File: src/rtl/lcd_cmd_issuer.sv
// lcd_cmd_issuer: walks a 32-entry command memory and hands each command to
// an LCD controller, one strobe per command, until an end marker (>7), a
// write-back command (0, completed by done), or the last address.
//
// Ports:
//   clk, rst         clock (rising edge), asynchronous active-high reset
//   start            one-cycle pulse that begins a sequence (only honoured in IDLE)
//   cmdmem_rd/_A/_Q  command-memory read strobe, address, data (data valid the cycle after rd)
//   busy, done       controller busy level and write-back-complete pulse
//   cmd, cmd_valid   command and one-cycle strobe to the controller
//   seq_done         sequence finished, held until the next start
//   cmd_count        commands issued in the current sequence (saturates at 63)
//   timeout          watchdog expired
//
// Optional feature: define LCD_ISSUER_TIMEOUT_EN to enable an 8-bit watchdog
// on the ISSUE and WAIT states; otherwise timeout is constant 0.
module lcd_cmd_issuer (
    input  logic       clk,
    input  logic       rst,
    input  logic       start,
    output logic       cmdmem_rd,
    output logic [4:0] cmdmem_A,
    input  logic [3:0] cmdmem_Q,
    input  logic       busy,
    input  logic       done,
    output logic [3:0] cmd,
    output logic       cmd_valid,
    output logic       seq_done,
    output logic [5:0] cmd_count,
    output logic       timeout
);

    localparam int unsigned ADDR_W = 5;
    localparam int unsigned CMD_W  = 4;
    localparam int unsigned CNT_W  = 6;

    localparam logic [2:0] IDLE   = 3'd0;
    localparam logic [2:0] FETCH  = 3'd1;
    localparam logic [2:0] LATCH  = 3'd2;
    localparam logic [2:0] ISSUE  = 3'd3;
    localparam logic [2:0] HOLD   = 3'd4;
    localparam logic [2:0] WAIT   = 3'd5;
    localparam logic [2:0] FINISH = 3'd6;

    localparam logic [ADDR_W-1:0] LAST_ADDR = ADDR_W'(31);
    localparam logic [CMD_W-1:0]  MAX_CMD   = CMD_W'(7);
    localparam logic [CNT_W-1:0]  CNT_MAX   = CNT_W'(63);

    logic [2:0]        state, state_n;
    logic [ADDR_W-1:0] addr_n;
    logic [CMD_W-1:0]  cmd_n;
    logic [CNT_W-1:0]  cnt_n;
    logic              rd_n, valid_n, sd_n, to_n;
    logic              wd_exp;

`ifdef LCD_ISSUER_TIMEOUT_EN
    localparam int unsigned WD_W = 8;
    logic [WD_W-1:0] wdog, wdog_n;

    // Expires on the cycle the count would reach 255.
    assign wd_exp = (wdog == WD_W'(254));

    // Watchdog restarts on every state change and only counts the waiting states.
    always_comb begin
        wdog_n = '0;
        if (state_n == state && (state == ISSUE || state == WAIT)) begin
            wdog_n = wdog + WD_W'(1);
        end
    end

    always_ff @(posedge clk or posedge rst) begin
        if (rst) begin
            wdog <= '0;
        end else begin
            wdog <= wdog_n;
        end
    end
`else
    assign wd_exp = 1'b0;
`endif

    // Next-state and next-output decode.
    always_comb begin
        state_n = state;
        addr_n  = cmdmem_A;
        cmd_n   = cmd;
        cnt_n   = cmd_count;
        sd_n    = seq_done;
        to_n    = timeout;
        valid_n = 1'b0;
        case (state)
            IDLE: begin
                if (start) begin
                    addr_n  = '0;
                    cnt_n   = '0;
                    sd_n    = 1'b0;
                    to_n    = 1'b0;
                    state_n = FETCH;
                end
            end
            FETCH: state_n = LATCH;
            LATCH: begin
                cmd_n   = cmdmem_Q;
                state_n = (cmdmem_Q > MAX_CMD) ? FINISH : ISSUE;
            end
            ISSUE: begin
                if (wd_exp) begin
                    to_n    = 1'b1;
                    state_n = FINISH;
                end else if (!busy) begin
                    valid_n = 1'b1;
                    if (cmd_count != CNT_MAX) begin
                        cnt_n = cmd_count + CNT_W'(1);
                    end
                    state_n = HOLD;
                end
            end
            HOLD: state_n = WAIT;
            WAIT: begin
                if (wd_exp) begin
                    to_n    = 1'b1;
                    state_n = FINISH;
                end else if (cmd == '0) begin
                    // Write-back: completion is signalled by done, not busy.
                    if (done) begin
                        state_n = FINISH;
                    end
                end else if (!busy) begin
                    if (cmdmem_A == LAST_ADDR) begin
                        state_n = FINISH;
                    end else begin
                        addr_n  = cmdmem_A + ADDR_W'(1);
                        state_n = FETCH;
                    end
                end
            end
            FINISH: begin
                sd_n    = 1'b1;
                state_n = IDLE;
            end
            default: state_n = IDLE;
        endcase
        // Read strobe is high for exactly the cycle spent in FETCH.
        rd_n = (state_n == FETCH);
    end

    // State and registered outputs.
    always_ff @(posedge clk or posedge rst) begin
        if (rst) begin
            state     <= IDLE;
            cmdmem_rd <= 1'b0;
            cmdmem_A  <= '0;
            cmd       <= '0;
            cmd_valid <= 1'b0;
            cmd_count <= '0;
            seq_done  <= 1'b0;
            timeout   <= 1'b0;
        end else begin
            state     <= state_n;
            cmdmem_rd <= rd_n;
            cmdmem_A  <= addr_n;
            cmd       <= cmd_n;
            cmd_valid <= valid_n;
            cmd_count <= cnt_n;
            seq_done  <= sd_n;
            timeout   <= to_n;
        end
    end

endmodule

File: config.mk
export PLATFORM = sky130hd
export DESIGN_NAME = lcd_cmd_issuer
export DESIGN_NICKNAME = d
export VERILOG_FILES = /design/src/rtl/lcd_cmd_issuer.sv
export SDC_FILE = /design/constraint.sdc
export NUM_CORES = 1
export LEC_CHECK = 0
export ABC_AREA = 1
export ABC_CLOCK_PERIOD_IN_PS = 2860
export CAP_MARGIN = 30
export CORE_MARGIN = 1
export CORE_UTILIZATION = 50
export CTS_BUF_LIST = sky130_fd_sc_hd__clkbuf_8
export CTS_CLUSTER_DIAMETER = 40
export CTS_CLUSTER_SIZE = 8
export DETAILED_ROUTE_END_ITERATION = 10
export GPL_TIMING_DRIVEN = 1
export PLACE_DENSITY = 0.88
export SLEW_MARGIN = 15
export SYNTH_ARGS = -nofsm -noshare
export SYNTH_HDL_FRONTEND = slang
export SYNTH_SLANG_ARGS = --single-unit
export TNS_END_PERCENT = 5
File: constraint.sdc
create_clock -name clk -period 2.86 [get_ports clk]
set_clock_uncertainty 0.15 [all_clocks]
set_input_delay 0.286 -clock clk [delete_from_list [all_inputs] [get_ports clk]]
set_output_delay 0.286 -clock clk [all_outputs]
set_load 0.01 [all_outputs]
==> summary.md <==
| Metric | Value |
|---|---|
| Status | `completed` |
| Tmin final | `1.87 ns` |
| Clk root buf | `clkbuf_8` |
| CTS tree | `yes` |
| Tightest Pin Transition | `0.778 ns` |
| Clk pin slew, worst setup/hold paths | `roughly 0.070 ns` |
| Vias/cell | `5.38` |
| Count of cell types in the netlist | `28` |
| Routed Antenna Nets | `0` |
| Final setup TNS | `0 ns` |
| Cts repair resizes | `0` |
| 1st-iter DRT viols | `48` |
| Final net count | `around 200` |
| CP max-delay cell | `dfrtp_1` |
| Startpoint types | `register` |
| Die Area | `2670 um2` |
| Crit end category | `register` |
| Max-Cap Viols | `0` |
| Final period util | `0.652` |
| Synth area leaders | `dfrtp_1 (43%), nand2_1 (16%), nand3_1 (6.1%)` |
| Cells after Synth | `between 150 and 200` |
| Hold Fails Final Rpt | `0` |
| Synth-to-layout area growth | `26.0%` |
| Share of cells above drive strength 1 | `0.165` |
| CP peak stage delay | `0.42 ns` |
| Final worst setup slack | `0.994 ns` |
| Post-DP Area | `1510 um2` |
| Post-synth ARST share | `1.00` |
| Clk sinks | `21` |
| Final HPWL DP | `around 1900 um` |
| Most used DFF post-synth | `dfrtp_1` |
| TritonCTS Buffers | `3` |
| Via Count | `1,163` |
| # port buffers | `26` |
| Max IR drop VDD | `0.651 mV` |
| Pins Over Slew Limit | `0` |
| CTS Buffer Depth | `2` |
| All-Layer GR Usage | `0.216` |
| Post-synth EDFFs | `0` |
| Grt ovf | `0` |
| Max Fclk | `536 MHz` |
| Final wirelength | `2600 um` |
| Vias in the first global route | `1,018` |
| Sequential area share after synthesis | `0.425` |
| Num ports | `28` |
| CP Class | `reg2reg` |
| Per-cell routed wire length | `between 10 and 15 um` |
| Hold Path Class | `in2async` |
| Pleak | `about 0.76 nW` |
| Setup bufs post-CTS | `0` |
| Die Width | `about 52 um` |
| Placeable core area | `between 2000 and 2500 um2` |
| Largest net degree at the start of global routing | `22` |
| Cell row count | `17` |
| Final instance area | `1560 um2` |
| First-pass GRT wire length | `approximately 4300 um` |
| Synth Cell Area | `1240 um2` |
| Drt drc | `0` |
| Cells along the critical path | `ha_1 -> and3_1 -> ha_1 -> o21ai_1 -> nand2_2 -> nand2_1 -> nand2_1` |
| Dpl ws | `between 0.9 and 1 ns` |
| RePlAce Congestion | `just under 0.9` |
| Initial core utilization | `0.543` |
| H-tree levels | `1` |
| Worst hold slack | `approximately 0.32 ns` |
| Synthesized area per cell | `7.73 um2` |
| Ant diodes | `0` |
| Syn nets | `around 170` |
| Die Y | `between 50 and 60 um` |
| Power Dens Cells | `791 nW/um2` |
| Layout Utilization | `0.684` |
| Post-CTS Hold Fix Bufs | `0` |
| Overall Power | `around 1.2 mW` |
| Initial antenna violation count | `0` |
| Synth Register Bits | `21` |
| Final setup fails | `0` |
| RSZ-0062 raised after global routing | `false` |
| Arr. time, crit path | `~1.9 ns` |
| Filler cells | `~170` |
| Drt first pass iters | `4` |
| Synth top area share | `0.425` |
| Area leader, netlist | `dfrtp_1` |
| Slew HR | `0.481` |
| Cell count after placement | `~210` |
| Required time of the critical path | `approximately 2.9 ns` |
| Clk Latency, worst-skew pair | `0.26 ns` |
| Post-Layout Cell Count | `216` |
| CP Max Fanout | `9` |
| Synth warn | `0` |
-- Yosys cell counts (2+ instances only) --
cell     instances
a21oi_1          2
dfrtp_1         21
ha_1             4
inv_1            8
inv_2            7
nand2_1         53
nand2_2          7
nand3_1         15
nand4_1          2
nor2_1           9
o21ai_0          2
o21ai_1          6
o21ai_2          7
or2_2            3
-- metal layers --
metal  vias to the layer above  wire length (um)  GRT usage
met3                         3               167     0.0409
met1                       537              1160      0.270
li1                        573                 -          -
met5                         -                 0          0
met2                        50              1240      0.366
met4                         0                25     0.0856
-- worst paths after layout --
path | end | startpoint | cells past startpoint | slack [ns]
worst min register to register | seq_done | seq_done | 2 | 0.35
worst max-delay path | cmdmem_A[3] | cmdmem_A[0] | 7 | 0.99
max in group asynchronous | state[2] | rst | 2 | 1.76
worst max register to register | cmdmem_A[3] | cmdmem_A[0] | 7 | 0.99
worst min-delay path | cmd_valid | rst | 2 | 0.32
min in group clk | seq_done | seq_done | 2 | 0.35
-- registers in the layout, indices dropped and copies added, names as in the netlist --
name       flops
seq_done       1
cmdmem_rd      1
cmd_valid      1
cmdmem_A       5
cmd_count      6
cmd            4
state          3
-- cells in the final DEF (no fill, tap or decap), types with 2 or more instances in the layout --
cell / netlist / routed
a21oi_1: 2 / 2
clkbuf_8: 0 / 3
clkdlybuf4s50_1: 0 / 26
dfrtp_1: 21 / 21
ha_1: 4 / 4
inv_1: 8 / 9
inv_2: 7 / 7
nand2_1: 53 / 53
nand2_2: 7 / 7
nand3_1: 15 / 15
nand4_1: 2 / 2
nor2_1: 9 / 9
o21ai_0: 2 / 2
o21ai_1: 6 / 6
o21ai_2: 7 / 7
or2_2: 3 / 3
-- worst max-delay path, delay by kind of cell (launching register included) --
kind,cells,cell delay (ns)
AO/OA/AOI/OAI,1,0.23
adder cells (fa/ha/maj),2,0.43
flip-flops,1,0.42
AND/OR/NAND/NOR,4,0.53
-- logic make-up (layout without fill, tap and decap cells) --
| group | after synthesis | after routing | share of synthesized area |
|---|---|---|---|
| xor+xnor | 1 | 1 | 0.00709 |
| simple gates | 96 | 96 | 0.355 |
| compound gates | 20 | 20 | 0.108 |
| fa+ha+maj | 4 | 4 | 0.0405 |
| other cells | 1 | 1 | 0.00303 |
| buf+inv | 17 | 45 | 0.0607 |
| flops | 21 | 21 | 0.425 |
-- layout make-up --
| class | instances | area (um2) | area share |
|---|---|---|---|
| Clock inverter | 1 | 3.75 | 0.00241 |
| Sequential cell | 21 | 526 | 0.337 |
| Tap cell | 28 | 35.0 | 0.0225 |
| Clock buffer | 3 | 41.3 | 0.0265 |
| Multi-Input combinational cell | 122 | 636 | 0.408 |
| Timing Repair Buffer | 26 | 260 | 0.167 |
| Inverter | 15 | 56.3 | 0.0361 |
-- power by group --
group	leakage, nW	total (mW)	internal, mW	switching (mW)
clock network	0.0269	0.190	0.0957	0.0946
registers	0.278	0.458	0.370	0.0879
logic	0.458	0.584	0.227	0.357
total	0.764	1.23	0.692	0.540
No activity file was read; power rests on OpenSTA's default activity.
